===== src/rtl/alert_handler_esc_receiver.sv =====
// alert_handler_esc_receiver
//
// Peripheral-side responder for the differential escalation protocol. The
// sender (the alert handler escalation timer) drives esc_p_i/esc_n_i. This
// block decodes a ping or an escalation from that pair, answers on
// resp_p_o/resp_n_o, drives the local escalation enable and keeps
// debug statistics.
//
// Ports:
//   clk_i       clock
//   rst_ni      synchronous active-low reset
//   esc_p_i     escalation differential, positive leg
//   esc_n_i     escalation differential, negative leg
//   clr_i       clears sigint_o, ping_cnt_o and esc_cyc_o
//   resp_p_o    response differential, positive leg (registered)
//   resp_n_o    response differential, negative leg (registered)
//   esc_en_o    escalation action enable (registered)
//   sigint_o    sticky signal-integrity error flag
//   ping_cnt_o  completed pings, saturating
//   esc_cyc_o   cycles spent in the most recent escalation, saturating
module alert_handler_esc_receiver #(
  parameter int unsigned PingCntDw = 16,
  parameter int unsigned EscCntDw  = 32
) (
  input  logic                 clk_i,
  input  logic                 rst_ni,
  input  logic                 esc_p_i,
  input  logic                 esc_n_i,
  input  logic                 clr_i,
  output logic                 resp_p_o,
  output logic                 resp_n_o,
  output logic                 esc_en_o,
  output logic                 sigint_o,
  output logic [PingCntDw-1:0] ping_cnt_o,
  output logic [EscCntDw-1:0]  esc_cyc_o
);

  typedef enum logic [1:0] {
    Idle    = 2'b00,
    Check   = 2'b01,
    EscResp = 2'b10,
    SigInt  = 2'b11
  } state_e;

  state_e state_r, state_s;

  logic resp_p_r, resp_n_r, esc_en_r, sigint_r;
  logic resp_p_s, resp_n_s, esc_en_s;
  logic [PingCntDw-1:0] ping_cnt_r;
  logic [EscCntDw-1:0]  esc_cyc_r;

  logic sigint_s, esc_lvl_s;
  logic ping_inc_s, esc_zero_s, esc_load_s, esc_inc_s;

  // Differential decode: equal legs are a signal-integrity fault.
  assign sigint_s  = (esc_p_i == esc_n_i);
  assign esc_lvl_s = esc_p_i & ~sigint_s;

  // Next-state, next-response and counter-control decode.
  always_comb begin
    state_s    = state_r;
    resp_p_s   = 1'b0;
    resp_n_s   = 1'b1;
    esc_en_s   = 1'b0;
    ping_inc_s = 1'b0;
    esc_zero_s = 1'b0;
    esc_load_s = 1'b0;
    esc_inc_s  = 1'b0;

    case (state_r)
      Idle: begin
        if (esc_lvl_s) begin
          state_s    = Check;
          resp_p_s   = 1'b1;
          resp_n_s   = 1'b0;
          esc_zero_s = 1'b1;
        end else begin
          state_s = Idle;
        end
      end
      Check: begin
        if (esc_lvl_s) begin
          state_s    = EscResp;
          esc_en_s   = 1'b1;
          esc_load_s = 1'b1;
        end else begin
          state_s    = Idle;
          ping_inc_s = 1'b1;
        end
      end
      EscResp: begin
        if (esc_lvl_s) begin
          state_s   = EscResp;
          resp_p_s  = ~resp_p_r;
          resp_n_s  = resp_p_r;
          esc_en_s  = 1'b1;
          esc_inc_s = 1'b1;
        end else begin
          state_s = Idle;
        end
      end
      SigInt: begin
        state_s = Idle;
      end
      default: begin
        state_s = Idle;
      end
    endcase

    // Integrity faults override every other transition; both response legs
    // toggle together so the sender also sees an integrity error.
    if (sigint_s) begin
      state_s    = SigInt;
      resp_p_s   = ~resp_p_r;
      resp_n_s   = ~resp_p_r;
      esc_en_s   = 1'b0;
      ping_inc_s = 1'b0;
      esc_zero_s = 1'b0;
      esc_load_s = 1'b0;
      esc_inc_s  = 1'b0;
    end else begin
      state_s = state_s;
    end
  end

  // FSM state and registered response/enable outputs.
  always_ff @(posedge clk_i) begin
    if (!rst_ni) begin
      state_r  <= Idle;
      resp_p_r <= 1'b0;
      resp_n_r <= 1'b1;
      esc_en_r <= 1'b0;
    end else begin
      state_r  <= state_s;
      resp_p_r <= resp_p_s;
      resp_n_r <= resp_n_s;
      esc_en_r <= esc_en_s;
    end
  end

  // Sticky integrity flag; a same-cycle detection beats the clear.
  always_ff @(posedge clk_i) begin
    if (!rst_ni) begin
      sigint_r <= 1'b0;
    end else if (sigint_s) begin
      sigint_r <= 1'b1;
    end else if (clr_i) begin
      sigint_r <= 1'b0;
    end else begin
      sigint_r <= sigint_r;
    end
  end

  // Saturating ping counter; clear beats a same-cycle increment.
  always_ff @(posedge clk_i) begin
    if (!rst_ni) begin
      ping_cnt_r <= '0;
    end else if (clr_i) begin
      ping_cnt_r <= '0;
    end else if (ping_inc_s && !(&ping_cnt_r)) begin
      ping_cnt_r <= ping_cnt_r + PingCntDw'(1);
    end else begin
      ping_cnt_r <= ping_cnt_r;
    end
  end

  // Saturating escalation-duration counter; holds after escalation ends.
  always_ff @(posedge clk_i) begin
    if (!rst_ni) begin
      esc_cyc_r <= '0;
    end else if (clr_i || esc_zero_s) begin
      esc_cyc_r <= '0;
    end else if (esc_load_s) begin
      esc_cyc_r <= EscCntDw'(1);
    end else if (esc_inc_s && !(&esc_cyc_r)) begin
      esc_cyc_r <= esc_cyc_r + EscCntDw'(1);
    end else begin
      esc_cyc_r <= esc_cyc_r;
    end
  end

  assign resp_p_o   = resp_p_r;
  assign resp_n_o   = resp_n_r;
  assign esc_en_o   = esc_en_r;
  assign sigint_o   = sigint_r;
  assign ping_cnt_o = ping_cnt_r;
  assign esc_cyc_o  = esc_cyc_r;

endmodule


===== config.mk =====
export PLATFORM = sky130hd
export DESIGN_NAME = alert_handler_esc_receiver
export DESIGN_NICKNAME = d
export VERILOG_FILES = /design/src/rtl/alert_handler_esc_receiver.sv
export SDC_FILE = /design/constraint.sdc
export NUM_CORES = 1
export LEC_CHECK = 0
export BUFFER_PORTS_ARGS = -buffer_cell sky130_fd_sc_hd__buf_4
export CAP_MARGIN = 25
export CORE_UTILIZATION = 40
export DETAILED_ROUTE_END_ITERATION = 12
export PLACE_DENSITY = 0.62
export SYNTH_ARGS = -nofsm -noshare
export SYNTH_HDL_FRONTEND = slang
export SYNTH_SLANG_ARGS = --single-unit

===== constraint.sdc =====
create_clock -name clk_i -period 5.5 [get_ports clk_i]
set_input_delay 0.275 -clock clk_i [delete_from_list [all_inputs] [get_ports clk_i]]
set_output_delay 0.275 -clock clk_i [all_outputs]
set_load 0.05 [all_outputs]

# Word-level counts from Yosys, hierarchy flattened
# Cells that the tools add are included.
[word_totals]
out_inout_bits = 52
regBits = 54
elab_cells = 58
[op_classes]
n_reduce_logical = 15
addsub = 2
n_eq_ne = 4
bitwise_logic = 5
muxes = 24
[ops]
columns = ["cell", "n"]
rows = [
  ["$add A32 B1 Y32 const B", 1],
  ["$reduce_and A32 Y1", 1],
  ["$mux W1", 19],
  ["$add A16 B1 Y16 const B", 1],
  ["$reduce_and A16 Y1", 1],
  ["$pmux W2 S3", 1],
  ["$reduce_or A2 Y1", 3],
  ["$reduce_or A3 Y1", 2],
  ["$eq A2 B2 Y1 const B", 2],
  ["$mux W2", 2],
  ["$not A1 Y1", 4],
  ["$pmux W1 S2", 2],
  ["$reduce_bool A2 Y1", 2],
  ["$eq A2 B1 Y1 const B", 1],
  ["$logic_and A1 B1 Y1", 2],
  ["$logic_not A1 Y1", 2],
  ["$logic_not A2 Y1", 1],
  ["$and A1 B1 Y1", 1],
  ["$eq A1 B1 Y1", 1],
  ["$logic_or A1 B1 Y1", 1],
]

# Logic depth before layout (Yosys ltp)
[logic_depth]
ltp_word = 9
mapped_depth = 9
ltp_nobuf = 7

# Worst setup path before layout
# Ideal clock, no wire load.
[synth_timing]
path_type = "reg2reg"
from = "reg ping_cnt_r[0], in the netlist ping_cnt_o[0]"
to = "reg ping_cnt_r[10], in the netlist ping_cnt_o[10]"
arrival_ns = 2.154
path_stages_with_launch = 8
setup_time_ns = 0.128
path_slack_ns = 3.218
path_cell_list = "dfxtp_1 > ha_1 > nand4_1 > or4b_1 > buf_2 > nand4_1 > xor2_1 > nor2_1"
[synth_between]
elab_chain_cells = 3
[synth_rtl]
columns = ["element", "line_no", "source"]
rows = [
  ["start, declared", "49", "logic [PingCntDw-1:0] ping_cnt_r;"],
  ["start signal, assigned", "161", "ping_cnt_r <= ping_cnt_r + PingCntDw'(1);"],
  ["start signal, assigned", "163", "ping_cnt_r <= ping_cnt_r;"],
  ["branches (longest 3 deep; another with $add A16 B1 Y16)", "-", ""],
]
# Several ways; the timed one is not identified.
# A chain may end at the register's enable or synchronous reset.

# Worst setup path after layout
[layout_timing]
from = "reg ping_cnt_r[0], in the netlist ping_cnt_o[0]"
to = "reg ping_cnt_r[1], in the netlist ping_cnt_o[1]"
# Same word-level chain as after synthesis.

==> out/metrics.csv <==
metric,value,unit
seq_area_frac_synth,37.4,%
cts_made_buffers,5,
synth-async-reset-ratio,0,%
clk_latency,310,ps
rsz0062_at_grt,no,
grt_max_degree,29,
syn2layout_area_growth,19.8,%
vias,2695,
cts.sink_count,54,
finalSetupViolations,0,
ys.flop_type,dfxtp_1,
vias_per_cell,5.47,
syn_avg_cell_area,8.43,um2
status,"complete, no violations",
hold_viol,0,
fp.dieH,87.0,um
drt_first_pass_iters,4,
worst_setup_path_end_kind,flip-flop,
utilization,50.2,%
cp.arrival,2390,ps
post_cts_buffers,0,
fin_tns_setup,0,ps
wl_per_cell,13.7,um
die_w,87.0,um
syn_inst,343,
final_area,3460,um2
dieArea,7580,um2
cap_violations,0,
p_total,674,uW
h-tree-depth,2,
post-route-drc-count,0,
gp_congestion,0.785,
layout_commonest_cell,buf_4,
layout.cells.non_filler,493,
powerDensity,195,nW/um2
root_buffer,clkbuf_8,
cts_resized,0,
yosys_warnings,0,
num_antenna_cells,0,
io_buffers,56,
path_max_fanout,12,
worst_setup_path_start_kind,flip-flop,
worstPathRequired,5680,ps
yosysUniqueCellTypes,58,
pin_count,57,
start_util,41.9,%
dp_slack,3110,ps
final_cell_mix,"buf_4, dfxtp_1, nand2_1, nor2_1, a21oi_1",
grt_overflow_total,0,
routed_wl,6.73,mm
initialDrtViolationCount,84,
cts_tree,done,
cts.path.max_buffers,2,
p_leak,1.34,nW
dp_hpwl,4.78,mm
coreArea,6910,um2
final_antenna_net_count,0,
finalMaxSlewViolations,0,
setup_slack,3290,ps
clk_pin_slew_worst_paths,100,ps
final.period_utilization,40.2,%
grt_pass1_wl,11.0,mm
worst_pin_slew,748,ps
syn_nets,355,
fill_cells,713,
antenna_found_initial,0,
netlist_area,2890,um2
synth_seq_cells,54,
grtUsageTotal,18.4,%
dpl.cell_count,485,
fin_crit,2210,ps
whs,160,ps
grt_pass1_vias,2357,
max_clock_freq,453,MHz
post_cts_hold_buffer_count,0,
rows,30,
synth_edf_count,0,
ir_drop,0.128,mV
slew_headroom,49.6,%
path_class,reg -> reg,
hold_class,in -> reg,
finalNetCount,408,
dpl_cell_area,3380,um2
final_layout_size_suffix_gt1_share,20.4,%
fin_skew,13.5,ps
## path summary, 6_finish.rpt
kind / from / to / slack (ps) / depth (start not counted)
max: ping_cnt_o[0]$_SDFFE_PP0P_ / ping_cnt_o[1]$_SDFFE_PP0P_ / 3290 / 6
min: rst_ni / resp_n_o$_SDFF_PN1_ / 160 / 2
max reg2reg: ping_cnt_o[0]$_SDFFE_PP0P_ / ping_cnt_o[1]$_SDFFE_PP0P_ / 3290 / 6
min reg2reg: ping_cnt_o[15]$_SDFFE_PP0P_ / ping_cnt_o[15]$_SDFFE_PP0P_ / 530 / 2
## registers in the layout, summed over array words and instances (netlist names)
name / cells
esc_cyc_o: 32
ping_cnt_o: 16
state_r: 2
esc_en_o: 1
resp_n_o: 1
resp_p_o: 1
sigint_o: 1
## kinds of logic after synthesis
logic type	Yosys count	share of synthesized area [%]
AND/OR/NAND/NOR	175	34.0
XOR/XNOR	15	4.54
multiplexers	4	1.38
AO/OA/AOI/OAI	69	16.4
flip-flops	54	37.4
adder cells (fa/ha/maj)	7	3.03
buffers and inverters	19	3.24
## critical path, cell delays in order, from the launching register on
cell and delay (ps):
dfxtp_1 440, ha_1 280, nand4_1 160, or4b_1 740, and2_1 260, mux2i_1 150, nor2_1 50
## layer usage
metal / vias to the layer above / GRT usage [%] / share of wire [%]
met2: 61 / 31.7 / 48
met5: - / 0 / 0
met3: 5 / 3.32 / 4.5
met4: 0 / 5.00 / 0.70
met1: 1253 / 23.5 / 47
li1: 1376 / - / -
## power by group
| part | switching (mW) | internal [mW] | leakage (nW) |
|---|---|---|---|
| Clock | 0.135 | 0.0904 | 0.0452 |
| Sequential | 0.00252 | 0.394 | 0.436 |
| Combinational | 0.0341 | 0.0179 | 0.858 |
## Yosys cell counts (2+ instances only)
library cell	count	area, um2
nor2_1	33	124
nor4_2	2	25.0
nor3_1	6	30.0
and2_1	6	37.5
a21oi_1	22	110
xor2_1	11	96.3
nand3_1	19	95.1
mux2i_1	4	40.0
clkbuf_1	3	11.3
or4_1	7	52.6
or3_1	12	75.1
a41o_1	3	30.0
dfxtp_1	54	1080
nand2_1	35	131
nand2b_1	4	25.0
nor4_1	2	12.5
buf_4	2	15.0
inv_1	7	26.3
nor3b_1	2	15.0
buf_2	6	30.0
nand4_1	20	125
nor2b_1	4	25.0
a31oi_1	4	25.0
and4_1	5	43.8
o21ai_0	7	35.0
o211ai_1	3	22.5
xnor2_1	4	35.0
and3_1	7	43.8
o31ai_1	4	30.0
a31o_1	2	17.5
o21a_1	3	22.5
ha_1	7	87.6
o21ai_1	8	40.0
## area by class of cell
cell class | instances | area (um2) | share of cell area (%)
clock buffers | 6 | 72.6 | 2.09
clock inverters | 2 | 13.8 | 0.397
inverters | 7 | 26.3 | 0.758
multi-input cells | 270 | 1720 | 49.6
flip-flops and latches | 54 | 1080 | 31.2
well taps | 96 | 120 | 3.47
repair buffers | 58 | 433 | 12.5
Power figures use the tool's default switching activity.
